[config.mk]
export PLATFORM = sky130hd
export DESIGN_NAME = fetch_unit
export DESIGN_NICKNAME = d
export VERILOG_FILES = /design/src/rtl/fetch_unit.sv
export SDC_FILE = /design/constraint.sdc
export NUM_CORES = 1
export LEC_CHECK = 0
export CAP_MARGIN = 20
export CORE_MARGIN = 2
export CORE_UTILIZATION = 45
export DETAILED_ROUTE_END_ITERATION = 8
export PLACE_DENSITY = 0.8
export SLEW_MARGIN = 20
export SYNTH_ARGS = -nofsm -noshare
export SYNTH_HDL_FRONTEND = slang
export SYNTH_SLANG_ARGS = --single-unit
[constraint.sdc]
create_clock -name clk -period 4.4 [get_ports clk]
set_input_delay 0.88 -clock clk [delete_from_list [all_inputs] [get_ports clk]]
set_output_delay 0.88 -clock clk [all_outputs]
set_load 0.02 [all_outputs]
[src/rtl/fetch_unit.sv]
// ----------------------------------------------------------------------------
// fetch_unit
// Sequential Y86-64 fetch stage. On an accepted start it walks the
// instruction at pc one byte per handshake from a byte-wide instruction
// memory. It decodes icode/ifun/rA/rB/valC, computes valP and raises a
// one-cycle done pulse for decode/execute and the PC-update stage.
//
// Ports
//   clk, rst            clock (posedge), asynchronous active-high reset
//   start, pc           fetch request and address (sampled in IDLE only)
//   imem_rd, imem_addr  byte read request / address
//   imem_data           read data, valid when imem_ready=1
//   imem_ready          memory completes the read this cycle
//   icode, ifun         byte0 fields
//   rA, rB              register byte fields (4'hF when absent)
//   valC                little-endian constant (0 when absent)
//   valP                pc + instruction length, modulo 2^PC_W
//   stat                1=AOK 2=HLT 3=ADR 4=INS
//   busy                high whenever not IDLE
//   done                one-cycle pulse, outputs valid
// ----------------------------------------------------------------------------
module fetch_unit #(
   parameter int PC_W     = 11,
   parameter int MEM_SIZE = 2048
) (
   input  logic            clk,
   input  logic            rst,
   input  logic            start,
   input  logic [PC_W-1:0] pc,
   output logic            imem_rd,
   output logic [PC_W-1:0] imem_addr,
   input  logic [7:0]      imem_data,
   input  logic            imem_ready,
   output logic [3:0]      icode,
   output logic [3:0]      ifun,
   output logic [3:0]      rA,
   output logic [3:0]      rB,
   output logic [63:0]     valC,
   output logic [PC_W-1:0] valP,
   output logic [2:0]      stat,
   output logic            busy,
   output logic            done
);

   localparam logic [2:0] S_AOK = 3'd1;
   localparam logic [2:0] S_HLT = 3'd2;
   localparam logic [2:0] S_ADR = 3'd3;
   localparam logic [2:0] S_INS = 3'd4;

   localparam logic [PC_W:0] MEM_LIM = MEM_SIZE[PC_W:0];
   localparam logic [PC_W:0] ONE_EXT = {{PC_W{1'b0}}, 1'b1};

   typedef enum logic [2:0] {IDLE, BYTE0, REGS, CONST, DONE} state_t;

   state_t          state;
   logic [PC_W-1:0] base;
   logic [3:0]      offset;   // bytes already captured for this instruction
   logic [2:0]      cidx;     // next valC byte lane

   logic [PC_W:0]   addr_ext; // one extra bit so running off the end is visible
   logic [PC_W:0]   addr_nxt;
   logic            rd_state;
   logic            addr_ok;

   assign addr_ext = {1'b0, base} + {{(PC_W-3){1'b0}}, offset};
   assign addr_nxt = addr_ext + ONE_EXT;
   assign rd_state = (state == BYTE0) || (state == REGS) || (state == CONST);
   assign addr_ok  = (addr_ext < MEM_LIM);

   // Read request and address are pure decodes of registered state.
   assign imem_rd   = rd_state && addr_ok;
   assign imem_addr = rd_state ? addr_ext[PC_W-1:0] : '0;
   assign busy      = (state != IDLE);
   assign done      = (state == DONE);

   always_ff @(posedge clk or posedge rst) begin
      if (rst) begin
         state  <= IDLE;
         base   <= '0;
         offset <= '0;
         cidx   <= '0;
         icode  <= 4'h0;
         ifun   <= 4'h0;
         rA     <= 4'hF;
         rB     <= 4'hF;
         valC   <= '0;
         valP   <= '0;
         stat   <= S_AOK;
      end else if (rd_state && !addr_ok) begin
         // Next byte lies outside memory: abandon without reading.
         stat  <= S_ADR;
         state <= DONE;
      end else begin
         case (state)
            IDLE: begin
               if (start) begin
                  base   <= pc;
                  offset <= '0;
                  stat   <= S_AOK;
                  rA     <= 4'hF;
                  rB     <= 4'hF;
                  valC   <= '0;
                  state  <= BYTE0;
               end
            end
            BYTE0: begin
               if (imem_ready) begin
                  icode  <= imem_data[7:4];
                  ifun   <= imem_data[3:0];
                  offset <= offset + 4'd1;
                  cidx   <= '0;
                  case (imem_data[7:4])
                     4'h0: begin
                        stat  <= S_HLT;
                        valP  <= addr_nxt[PC_W-1:0];
                        state <= DONE;
                     end
                     4'h1, 4'h9: begin
                        valP  <= addr_nxt[PC_W-1:0];
                        state <= DONE;
                     end
                     4'h2, 4'h3, 4'h4, 4'h5, 4'h6, 4'hA, 4'hB: state <= REGS;
                     4'h7, 4'h8: state <= CONST;
                     default: begin
                        stat  <= S_INS;
                        state <= DONE;
                     end
                  endcase
               end
            end
            REGS: begin
               if (imem_ready) begin
                  rA     <= imem_data[7:4];
                  rB     <= imem_data[3:0];
                  offset <= offset + 4'd1;
                  if (icode == 4'h3 || icode == 4'h4 || icode == 4'h5) begin
                     state <= CONST;
                  end else begin
                     valP  <= addr_nxt[PC_W-1:0];
                     state <= DONE;
                  end
               end
            end
            CONST: begin
               if (imem_ready) begin
                  valC[{cidx, 3'b000} +: 8] <= imem_data;
                  offset <= offset + 4'd1;
                  cidx   <= cidx + 3'd1;
                  if (cidx == 3'd7) begin
                     valP  <= addr_nxt[PC_W-1:0];
                     state <= DONE;
                  end
               end
            end
            DONE:    state <= IDLE;
            default: state <= IDLE;
         endcase
      end
   end

endmodule

==> results by group <==
Status
  – Status: finished clean

Yosys
  – Synth cell count leaders: dfrtp_1, a22o_1, nand2_1
  – Syn Inst Count: 483
  – Netlist cell types: 65
  – FFs w/ async S/R, synth: 1.000
  – Syn nets: 517
  – Register area share after synthesis: 0.5318
  – Area share of the largest cell type after synthesis: 0.4883
  – Top cells by area, synth: dfrtp_1, a22o_1, dfstp_2
  – Area leader, netlist: dfrtp_1
  – Most frequent cell after synthesis: dfrtp_1
  – Number of synthesized flops with an enable pin: 0
  – Ys flop type: dfrtp_1
  – Synth Register Bits: 115
  – Syn avg cell area: 11.25 sq um
  – Cell Area, Synth: 5433 sq um
  – Yosys warns: 0

Setup path
  – Worst-path fanout max: 6
  – Register-to-Register Path Depth: 8
  – Worst path cell trace: ha_1 > fa_1 > a211oi_2 > nor2_1 > nand2_1 > xnor2_1 > nor2_1 > clkdlybuf4s50_1
  – Worst path max stage delay: 0.62 ns
  – CP max-delay cell: clkdlybuf4s50_1
  – Worst Path Arrival: 3.03 ns
  – CP Buf/Inv Count: 1
  – Crit path launch type: register
  – Most used cell, CP: nor2_1
  – CP Depth: 8
  – Worst setup EP type: primary output
  – WS Path Type: register to primary output
  – Crit path required time: 3.52 ns
  – CP top delay family: adder cells

Clock network
  – CTS Buf Count: 17
  – Max Buffers Root-to-Sink: 2
  – Clk slew on worst S/H paths: 0.06 ns
  – Clock root cell: clkbuf_16
  – Post-CTS Setup Repair Bufs: 0
  – # resized after CTS: 0
  – H-tree levels: 4
  – # hold bufs at CTS: 0
  – CTS sink count: 115
  – CTS tree: done
  – Skew-Pair Late Insertion Delay: 0.41 ns

Global route
  – Vias in the first global route: 4694
  – Total grt overflow: 0
  – Total GRT Usage: 0.2396
  – Initial antenna violation count: 0
  – Largest net degree at the start of global routing: 61
  – First-pass GRT wire length: 24.21 mm

Timing
  – RSZ-0062 raised after global routing: no
  – Final-report setup violation count: 0
  – Max-slew violation count: 0
  – Slew headroom: 0.4566
  – Tmin final: 3.908 ns
  – Worst-Margin Slew: 0.8077 ns
  – Post-route setup TNS: 0 ns
  – Worst clock skew: 0.009182 ns
  – Final worst path period share: 0.8882
  – Final worst slack: 0.4920 ns
  – Final hold slack: 0.4915 ns
  – Final Hold Fails: 0
  – Fmax: 0.2559 GHz

Placement
  – Final HPWL DP: 10.46 mm
  – Post-place setup slack: 0.9883 ns
  – GPL Wtd Cong: 0.8496
  – Port-buffer cells: 130
  – Placed cells: 742

Hold path
  – Worst Hold Depth: 2
  – Hold WC Path Type: register to register

Layout
  – Ant diodes: 0
  – Nets: 648
  – Finished Core Util: 0.6202
  – Fill cell count: 964
  – Layout cells sized above 1: 0.1228
  – Area grow syn2layout: 35.97%
  – Post-Layout Cell Count: 774

Die
  – # IOs: 131
  – # rows: 40
  – Die height: 113.9 microns
  – Die area: 12970 sq um
  – Chip Width: 113.9 microns
  – Initial Util: 0.4561
  – Total core area: 11910 sq um

Route
  – Vias post-DR: 4563
  – TritonRoute pass-1 iters: 5
  – Vias/cell: 5.895
  – Final wirelength: 15.26 mm
  – Detail Route Antenna Nets: 0
  – First DRT Iteration DRCs: 376
  – WL/cell: 19.72 microns
  – # DRC: 0

Pwr
  – Leakage power: 3.122 nW
  – Maximum vdd drop: 0.3610 mV
  – Pwr dens: 666.5 nW/um^2

Run
  – MaxCap Viol Count: 0
## worst min-delay path, stage by stage (launching register included)
cell     delay (ns)
dfrtp_1        0.34
nand2_1        0.06
o31ai_1        0.06
## where the power goes
| group | internal (mW) | switching, mW |
|---|---|---|
| registers | 1.30 | 0.210 |
| logic | 0.884 | 1.25 |
| clock network | 0.734 | 0.545 |
## path summary, 6_finish.rpt
kind                                       startpoint                    to  slack, ns
worst max-delay path            offset[0]$_DFFE_PP0P_          imem_addr[6]       0.49
worst min-delay path             valP[10]$_DFFE_PP0P_  valP[10]$_DFFE_PP0P_       0.49
worst max register to register  offset[0]$_DFFE_PP0P_  valP[10]$_DFFE_PP0P_       1.36
worst min register to register   valP[10]$_DFFE_PP0P_  valP[10]$_DFFE_PP0P_       0.49
max in group asynchronous                         rst     rA[0]$_DFFE_PP1P_       2.53
min in group asynchronous                         rst   valC[0]$_DFFE_PP0P_       0.98
## area by class of cell
cell class                      count  area [sq um]  area share
Clock buffer                       17         425.4     0.05759
Sequential cell                   115          2889      0.3911
Inverter                           13         51.30    0.006944
Tap cell                          147         183.9     0.02490
Multi-Input combinational cell    331          2366      0.3203
Clock inverter                     15         125.1     0.01694
Timing Repair Buffer              136          1346      0.1822
## layout by cell type, fill, tap and decap left out, types with 6 or more instances in the layout
cell type | netlist | final
clkinvlp_4 | 0 | 6
o21ai_0 | 24 | 24
dfrtp_1 | 106 | 106
ha_1 | 10 | 10
and2_1 | 6 | 6
nand2_1 | 37 | 37
o22ai_1 | 9 | 9
clkdlybuf4s50_1 | 0 | 130
clkbuf_16 | 0 | 17
xnor2_1 | 7 | 7
mux2_1 | 8 | 8
a21oi_1 | 19 | 19
o21ai_1 | 8 | 8
buf_4 | 1 | 6
inv_1 | 13 | 12
dfstp_2 | 9 | 9
a22o_1 | 64 | 64
nand3_1 | 13 | 13
nor2_1 | 34 | 34
mux2_2 | 11 | 11
## metal layers
layer	wire length, microns	vias up	global-route usage
met2	7689	207	0.4064
met3	1028	31	0.05260
li1	-	2045	-
met5	0	-	0
met4	235	0	0.07967
met1	6307	2280	0.3065
## flip-flops by register name, summed over array words and instances (netlist names)
register / cells
icode: 4
rA: 4
rB: 4
cidx: 3
valC: 64
ifun: 4
offset: 4
state: 3
base: 11
valP: 11
stat: 3
## cells by family (layout without fill, tap and decap cells)
group | after synthesis | after routing | share of synthesized area
simple gates | 138 | 138 | 0.1465
compound gates | 151 | 151 | 0.2036
mux | 19 | 19 | 0.03938
xor+xnor | 12 | 12 | 0.01935
buf+inv | 37 | 181 | 0.03271
fa+ha+maj | 11 | 11 | 0.02672
flops | 115 | 115 | 0.5318
## through the flow
step	instance area, sq um	total power, mW
2_1_floorplan	5433	2.902
3_3_place_gp	6837	3.556
3_5_place_dp	6837	3.644
4_1_cts	7387	4.922
5_1_grt	7387	5.187
6_report	7387	4.924
(Power assumes the default switching activity.)
